**src/rtl/vga_scaler.sv**
```systemverilog
// VGA timing generator with integer upscaling of a smaller framebuffer.
// Framebuffer reads are pipelined; sync and colour pins are delay-matched to the returned pixels.
module vga_scaler #(
    parameter int CLK_DIV       = 2,
    parameter int H_VISIBLE     = 640,
    parameter int H_FP          = 16,
    parameter int H_SYNC        = 96,
    parameter int H_BP          = 48,
    parameter int V_VISIBLE     = 480,
    parameter int V_FP          = 10,
    parameter int V_SYNC        = 2,
    parameter int V_BP          = 33,
    parameter int SCALE         = 3,
    parameter int FB_WIDTH      = (H_VISIBLE + SCALE - 1) / SCALE,
    parameter int COLOR_BITS    = 1,
    parameter int FB_LATENCY    = 1,
    parameter int FB_ADDR_WIDTH = 16,
    parameter bit HSYNC_POL     = 1'b0,
    parameter bit VSYNC_POL     = 1'b0
) (
    input  logic                      clk,
    input  logic                      rst_async_n,
    input  logic                      en,
    output logic [FB_ADDR_WIDTH-1:0]  fb_addr,
    output logic                      fb_rd_en,
    input  logic [3*COLOR_BITS-1:0]   fb_pixel,
    output logic [COLOR_BITS-1:0]     vga_r,
    output logic [COLOR_BITS-1:0]     vga_g,
    output logic [COLOR_BITS-1:0]     vga_b,
    output logic                      vga_hsync,
    output logic                      vga_vsync,
    output logic                      frame_start,
    output logic                      vblank
);

    localparam int H_TOTAL = H_VISIBLE + H_FP + H_SYNC + H_BP;
    localparam int V_TOTAL = V_VISIBLE + V_FP + V_SYNC + V_BP;
    localparam int DIV_W   = (CLK_DIV > 1) ? $clog2(CLK_DIV) : 1;
    localparam int X_W     = (H_TOTAL > 1) ? $clog2(H_TOTAL) : 1;
    localparam int Y_W     = (V_TOTAL > 1) ? $clog2(V_TOTAL) : 1;
    localparam int REP_W   = (SCALE > 1) ? $clog2(SCALE) : 1;
    localparam int COL_W   = (FB_WIDTH > 1) ? $clog2(FB_WIDTH) : 1;

    if (CLK_DIV < 1) begin : g_chk_div
        $error("vga_scaler: CLK_DIV must be at least 1");
    end
    if (SCALE < 1) begin : g_chk_scale
        $error("vga_scaler: SCALE must be at least 1");
    end
    if (FB_LATENCY < 1) begin : g_chk_lat
        $error("vga_scaler: FB_LATENCY must be at least 1");
    end
    if (H_SYNC < 1 || V_SYNC < 1 || H_VISIBLE < 1 || V_VISIBLE < 1) begin : g_chk_timing
        $error("vga_scaler: visible and sync widths must be at least 1");
    end
    if (FB_WIDTH * SCALE < H_VISIBLE) begin : g_chk_width
        $error("vga_scaler: FB_WIDTH * SCALE must cover H_VISIBLE");
    end

    typedef struct packed {
        logic vis;
        logic hs;
        logic vs;
        logic fs;
        logic vb;
    } flags_t;

    // Timing and scaling state; run is low while idle so a fresh frame starts at x=0, y=0.
    logic                     run, run_n;
    logic [DIV_W-1:0]         div_cnt, div_n;
    logic [X_W-1:0]           x_cnt, x_n;
    logic [Y_W-1:0]           y_cnt, y_n;
    logic [REP_W-1:0]         x_rep, x_rep_n;
    logic [REP_W-1:0]         y_rep, y_rep_n;
    logic [COL_W-1:0]         fb_col, fb_col_n;
    logic [FB_ADDR_WIDTH-1:0] line_base, line_base_n;

    logic   pix_tick;
    logic   h_vis, v_vis, vis_now, vis_n;
    flags_t cur_flags;
    flags_t dly [FB_LATENCY];
    flags_t dly_out;

    assign pix_tick = (div_cnt == DIV_W'(CLK_DIV - 1));
    assign h_vis    = (x_cnt < X_W'(H_VISIBLE));
    assign v_vis    = (y_cnt < Y_W'(V_VISIBLE));
    assign vis_now  = run && h_vis && v_vis;
    assign vis_n    = run_n && (x_n < X_W'(H_VISIBLE)) && (y_n < Y_W'(V_VISIBLE));

    always_comb begin
        // NOTE: every next-state variable is given its hold value first, so no path leaves one unassigned and no latch is inferred.
        run_n       = run;
        div_n       = div_cnt;
        x_n         = x_cnt;
        y_n         = y_cnt;
        x_rep_n     = x_rep;
        y_rep_n     = y_rep;
        fb_col_n    = fb_col;
        line_base_n = line_base;

        if (!en || !run) begin
            run_n       = en;
            div_n       = '0;
            x_n         = '0;
            y_n         = '0;
            x_rep_n     = '0;
            y_rep_n     = '0;
            fb_col_n    = '0;
            line_base_n = '0;
        end else begin
            div_n = pix_tick ? '0 : div_cnt + 1'b1;
            if (pix_tick) begin
                if (vis_now) begin
                    if (x_cnt == X_W'(H_VISIBLE - 1)) begin
                        x_rep_n  = '0;
                        fb_col_n = '0;
                        if (y_cnt == Y_W'(V_VISIBLE - 1)) begin
                            y_rep_n     = '0;
                            line_base_n = '0;
                        end else if (y_rep == REP_W'(SCALE - 1)) begin
                            y_rep_n     = '0;
                            line_base_n = line_base + FB_ADDR_WIDTH'(FB_WIDTH);
                        end else begin
                            y_rep_n = y_rep + 1'b1;
                        end
                    end else if (x_rep == REP_W'(SCALE - 1)) begin
                        x_rep_n  = '0;
                        fb_col_n = fb_col + 1'b1;
                    end else begin
                        x_rep_n = x_rep + 1'b1;
                    end
                end

                if (x_cnt == X_W'(H_TOTAL - 1)) begin
                    x_n = '0;
                    y_n = (y_cnt == Y_W'(V_TOTAL - 1)) ? '0 : y_cnt + 1'b1;
                end else begin
                    x_n = x_cnt + 1'b1;
                end
            end
        end
    end

    // NOTE: all clocked state uses non-blocking assignments so every register samples pre-edge values.
    always_ff @(posedge clk or negedge rst_async_n) begin
        if (!rst_async_n) begin
            run       <= 1'b0;
            div_cnt   <= '0;
            x_cnt     <= '0;
            y_cnt     <= '0;
            x_rep     <= '0;
            y_rep     <= '0;
            fb_col    <= '0;
            line_base <= '0;
        end else begin
            run       <= run_n;
            div_cnt   <= div_n;
            x_cnt     <= x_n;
            y_cnt     <= y_n;
            x_rep     <= x_rep_n;
            y_rep     <= y_rep_n;
            fb_col    <= fb_col_n;
            line_base <= line_base_n;
        end
    end

    // The address is built from next-state values so fb_addr lines up with the counters it belongs to.
    always_ff @(posedge clk or negedge rst_async_n) begin
        if (!rst_async_n) begin
            fb_addr  <= '0;
            fb_rd_en <= 1'b0;
        end else begin
            fb_rd_en <= vis_n;
            if (vis_n) begin
                fb_addr <= line_base_n + FB_ADDR_WIDTH'(fb_col_n);
            end
        end
    end

    always_comb begin
        cur_flags     = '0;
        cur_flags.vis = vis_now;
        cur_flags.hs  = run && (x_cnt >= X_W'(H_VISIBLE + H_FP))
                            && (x_cnt <= X_W'(H_VISIBLE + H_FP + H_SYNC - 1));
        cur_flags.vs  = run && (y_cnt >= Y_W'(V_VISIBLE + V_FP))
                            && (y_cnt <= Y_W'(V_VISIBLE + V_FP + V_SYNC - 1));
        cur_flags.fs  = run && (div_cnt == '0) && (x_cnt == '0) && (y_cnt == '0);
        cur_flags.vb  = run && !v_vis;
    end

    // NOTE: the delay line is a handful of flag registers, so it is reset like ordinary state rather than treated as memory.
    always_ff @(posedge clk or negedge rst_async_n) begin
        if (!rst_async_n) begin
            for (int i = 0; i < FB_LATENCY; i++) dly[i] <= '0;
        end else if (!en) begin
            for (int i = 0; i < FB_LATENCY; i++) dly[i] <= '0;
        end else begin
            dly[0] <= cur_flags;
            for (int i = 1; i < FB_LATENCY; i++) dly[i] <= dly[i-1];
        end
    end

    assign dly_out = dly[FB_LATENCY-1];

    always_ff @(posedge clk or negedge rst_async_n) begin
        if (!rst_async_n) begin
            vga_r       <= '0;
            vga_g       <= '0;
            vga_b       <= '0;
            vga_hsync   <= ~HSYNC_POL;
            vga_vsync   <= ~VSYNC_POL;
            frame_start <= 1'b0;
            vblank      <= 1'b0;
        end else if (!en) begin
            vga_r       <= '0;
            vga_g       <= '0;
            vga_b       <= '0;
            vga_hsync   <= ~HSYNC_POL;
            vga_vsync   <= ~VSYNC_POL;
            frame_start <= 1'b0;
            vblank      <= 1'b0;
        end else begin
            vga_r       <= dly_out.vis ? fb_pixel[3*COLOR_BITS-1:2*COLOR_BITS] : '0;
            vga_g       <= dly_out.vis ? fb_pixel[2*COLOR_BITS-1:COLOR_BITS]   : '0;
            vga_b       <= dly_out.vis ? fb_pixel[COLOR_BITS-1:0]              : '0;
            vga_hsync   <= dly_out.hs ? HSYNC_POL : ~HSYNC_POL;
            vga_vsync   <= dly_out.vs ? VSYNC_POL : ~VSYNC_POL;
            frame_start <= dly_out.fs;
            vblank      <= dly_out.vb;
        end
    end

endmodule
```
**config.mk**
```make
export PLATFORM = sky130hd
export DESIGN_NAME = vga_scaler
export DESIGN_NICKNAME = d
export VERILOG_FILES = /design/src/rtl/vga_scaler.sv
export SDC_FILE = /design/constraint.sdc
export NUM_CORES = 1
export LEC_CHECK = 0
export CELL_PAD_IN_SITES_DETAIL_PLACEMENT = 1
export CELL_PAD_IN_SITES_GLOBAL_PLACEMENT = 2
export CORE_UTILIZATION = 35
export CTS_CLUSTER_DIAMETER = 50
export DETAILED_ROUTE_END_ITERATION = 10
export GPL_TIMING_DRIVEN = 0
export HOLD_SLACK_MARGIN = 0.15
export PLACE_DENSITY_LB_ADDON = 0.1
export SLEW_MARGIN = 10
export SYNTH_ARGS = -nofsm -noshare
export SYNTH_HDL_FRONTEND = slang
export SYNTH_SLANG_ARGS = --single-unit
export TNS_END_PERCENT = 50
```
**constraint.sdc**
```tcl
create_clock -name clk -period 3.9 [get_ports clk]
set_input_delay 0.39 -clock clk [delete_from_list [all_inputs] [get_ports clk]]
set_output_delay 0.39 -clock clk [all_outputs]
set_load 0.01 [all_outputs]
```
==> metrics.csv <==
metric;value;unit
status;complete, no violations;
Hold Fails Final Rpt;0;
Setup crit end;fb_addr[14];
fin crit share;96.97;%
die height;116.6;µm
DRT met1 WL;5927;µm
post-synth top area share;41.90;%
Synth Area per Inst;9.889;µm²
initial antenna violation count;0;
internal power;1.465;mW
Clock power frac;50.8;%
FF-to-FF End;fb_addr[14];
# rows;41;
clock-pin slew on the worst setup and hold paths;0.06;ns
CTS H-tree lvls;3;
Worst Path Required;4.13;ns
top-count cell post-synth;dfrtp_1;
unrepaired setup endpoints after global routing;yes;
Synth Warn #;0;
most area-hungry cell type in the Yosys netlist;dfrtp_1;
Max-cap violations;0;
worst setup path category;reg2reg;
via count of the first global-routing pass;3644;
DRT Pass-1 Iters;6;
clk_lat worst skew;0.34;ns
pin count of the biggest net entering global routing;60;
Final Critical Period;3.782;ns
placed instance area;0.005129;mm²
Max Root-Sink Buffers;2;
Routed Antenna Nets;0;
Residual DRC;0;
Comb power frac;4.6;%
Nets;567;
Worst Reg-to-Reg Cells;17;
setup TNS;0;ns
First DRT Iteration DRCs;92;
Vias/cell;5.231;
R2R Setup Slk;0.12;ns
RD Place Congestion;0.7562;
Sink Count;79;
leak pwr;2.615;nW
ys flop type;dfrtp_1;
area of the multi-input gates;0.002665;mm²
Post-synth ARST share;100.0;%
CP top delay family;simple AND/OR/NAND/NOR gates;
Fmax;264.4;MHz
port bufs;29;
layout cells sized above 1;29.45;%
net count of the mapped netlist;486;
Post-synth EDFFs;0;
sequential power share;44.6;%
CP max stage delay;0.44;ns
Synth top cells by count;dfrtp_1, nor2_1, nand2_1, o21ai_0, inv_1;
measured slew at the worst slew-check pin;0.6379;ns
CTS tree;built;
DP HPWL;8312;µm
switching share of power;21.02;%
Post-Synthesis Cell Area;0.004598;mm²
final WL;12040;µm
grt ovf;0;
first-pass GRT wire length;19210;µm
worst reg2reg startpoint;y_cnt[8];
uppermost layer routed;met4;
Post-Synthesis Cells;465;
max_slew headroom;57.15;%
vias post-DR;3777;
P per Cell Area;304.5;mW/mm²
Max Slew Vio Count;0;
total power;1.855;mW
Final Cell Area;0.006090;mm²
crit path max-delay cell type;dfrtp_2;
non-filler cells in the finished layout;722;
Critical Path Stages;17;
Met3 Wirelength;389;µm
dpl cells;667;
HP Class;reg2reg;
Starting Density;36.14;%
CTS Root Buffer Type;clkbuf_16;
P&R area growth vs syn;32.44;%
Startpoint Class;flop;
Buf+Inv Stages, Crit Path;1;
final setup fails;0;
Peak VDD IR;198.7;µV
switching power;0.3898;mW
CTS Buf Count;9;
CP Max Fanout;4;
post-synthesis sequential area ratio;43.05;%
drt wl/cell;16.68;µm
Die ar.;0.01360;mm²
I/O pin count;30;
crit path cell chain;a41oi_4, nand3_4, nor3b_4, nand2_2, xor2_1, nor3_2, ha_4, inv_2, fa_2, nor2b_1, o21a_1, o21ai_2, a21oi_2, o311a_4, nor3b_4, xnor2_1, mux2_4;
crit path from;y_cnt[8];
routed length on met2;5526;µm
Core Util, Final;47.87;%
total track usage;18.65;%
Fill cells;1464;
synth unique cells;77;
ranking of synthesized cells by area;dfrtp_1, ha_1, nor2_1;
Final Skew;0.006881;ns
most frequent CP cell;nor3b_4;
synthesis-stage register bit count;79;
WP data arrival;4.01;ns
storage element area;0.001987;mm²
CP endpoint kind;flop;
Placeable Area;0.01272;mm²
n_diodes;0;
Die X;116.6;µm
-- power by group through the flow --
stage          Clock [mW]  Sequential [mW]  Combinational (mW)
2_1_floorplan           0            0.843              0.0334
3_3_place_gp            0            0.842              0.0741
3_5_place_dp            0            0.842              0.0782
4_1_cts             0.971            0.827              0.0831
5_1_grt             0.997            0.827              0.0942
6_report            0.942            0.827              0.0852
-- what timing repair did --
action,CTS,global route
setup buffers,14,26
pin swaps,9,27
setup endpoints to repair,10,9
hold endpoints to repair,19,0
gates resized for setup,29,48
hold buffers,1,0
-- logic make-up after synthesis --
kind of cell | share of synthesized area [%]
multiplexers | 5.198
flip-flops | 43.05
AO/OA/AOI/OAI | 14.40
XOR/XNOR | 5.524
AND/OR/NAND/NOR | 22.61
buffers and inverters | 4.980
adder cells (fa/ha/maj) | 4.245
-- sequential cells by signal, indices dropped and copies added (netlist names), 2 cells and up --
register / cells
dly: 5
fb_addr: 16
fb_col: 8
line_base: 16
x_cnt: 10
x_rep: 2
y_cnt: 10
y_rep: 2
-- metal layers --
layer | GRT usage, % | vias up
li1 | - | 1830
met1 | 26.26 | 1886
met2 | 28.72 | 49
met3 | 2.958 | 12
met4 | 7.089 | 0
met5 | 0 | -
-- worst min-delay path by stage --
stage | start | endpoint | slack (ns) | cells after the start
2_1_floorplan | rst_async_n | div_cnt | 0.09 | 0
6_report | dly[2] | vga_vsync | 0.37 | 1
3_5_place_dp | rst_async_n | y_cnt[0] | 0.31 | 1
5_1_grt | dly[2] | vga_vsync | 0.40 | 1
4_1_cts | dly[3] | vga_hsync | 0.37 | 1
3_3_place_gp | dly[3] | vga_hsync | 0.35 | 1
-- cell type report --
cell class / instances / share of cell area [%]
Multi-Input combinational cell: 341 / 43.76
Inverter: 21 / 1.294
Tap cell: 172 / 3.534
Buffer: 23 / 2.794
Clock inverter: 3 / 1.068
Timing Repair Buffer: 71 / 10.54
Clock buffer: 12 / 4.376
Sequential cell: 79 / 32.63
-- through the flow --
stage	hold WS, ns	setup WS (ns)
global placement	0.3544	-0.6304
detailed placement	0.3095	-0.5398
finish	0.3655	0.1182
floorplan	0.09441	0.1086
global route	0.4019	-0.06694
CTS	0.3710	-0.001818
-- cell usage in the layout (no fill, tap or decap), types with 13 or more instances in the layout --
cell	instances
buf_4	42
clkdlybuf4s50_1	28
dfrtp_1	71
inv_1	19
nand2_1	30
nand3_1	13
nor2_1	36
o21ai_0	24
xnor2_1	16
xor2_1	13
No activity file was read; power rests on OpenSTA's default activity.
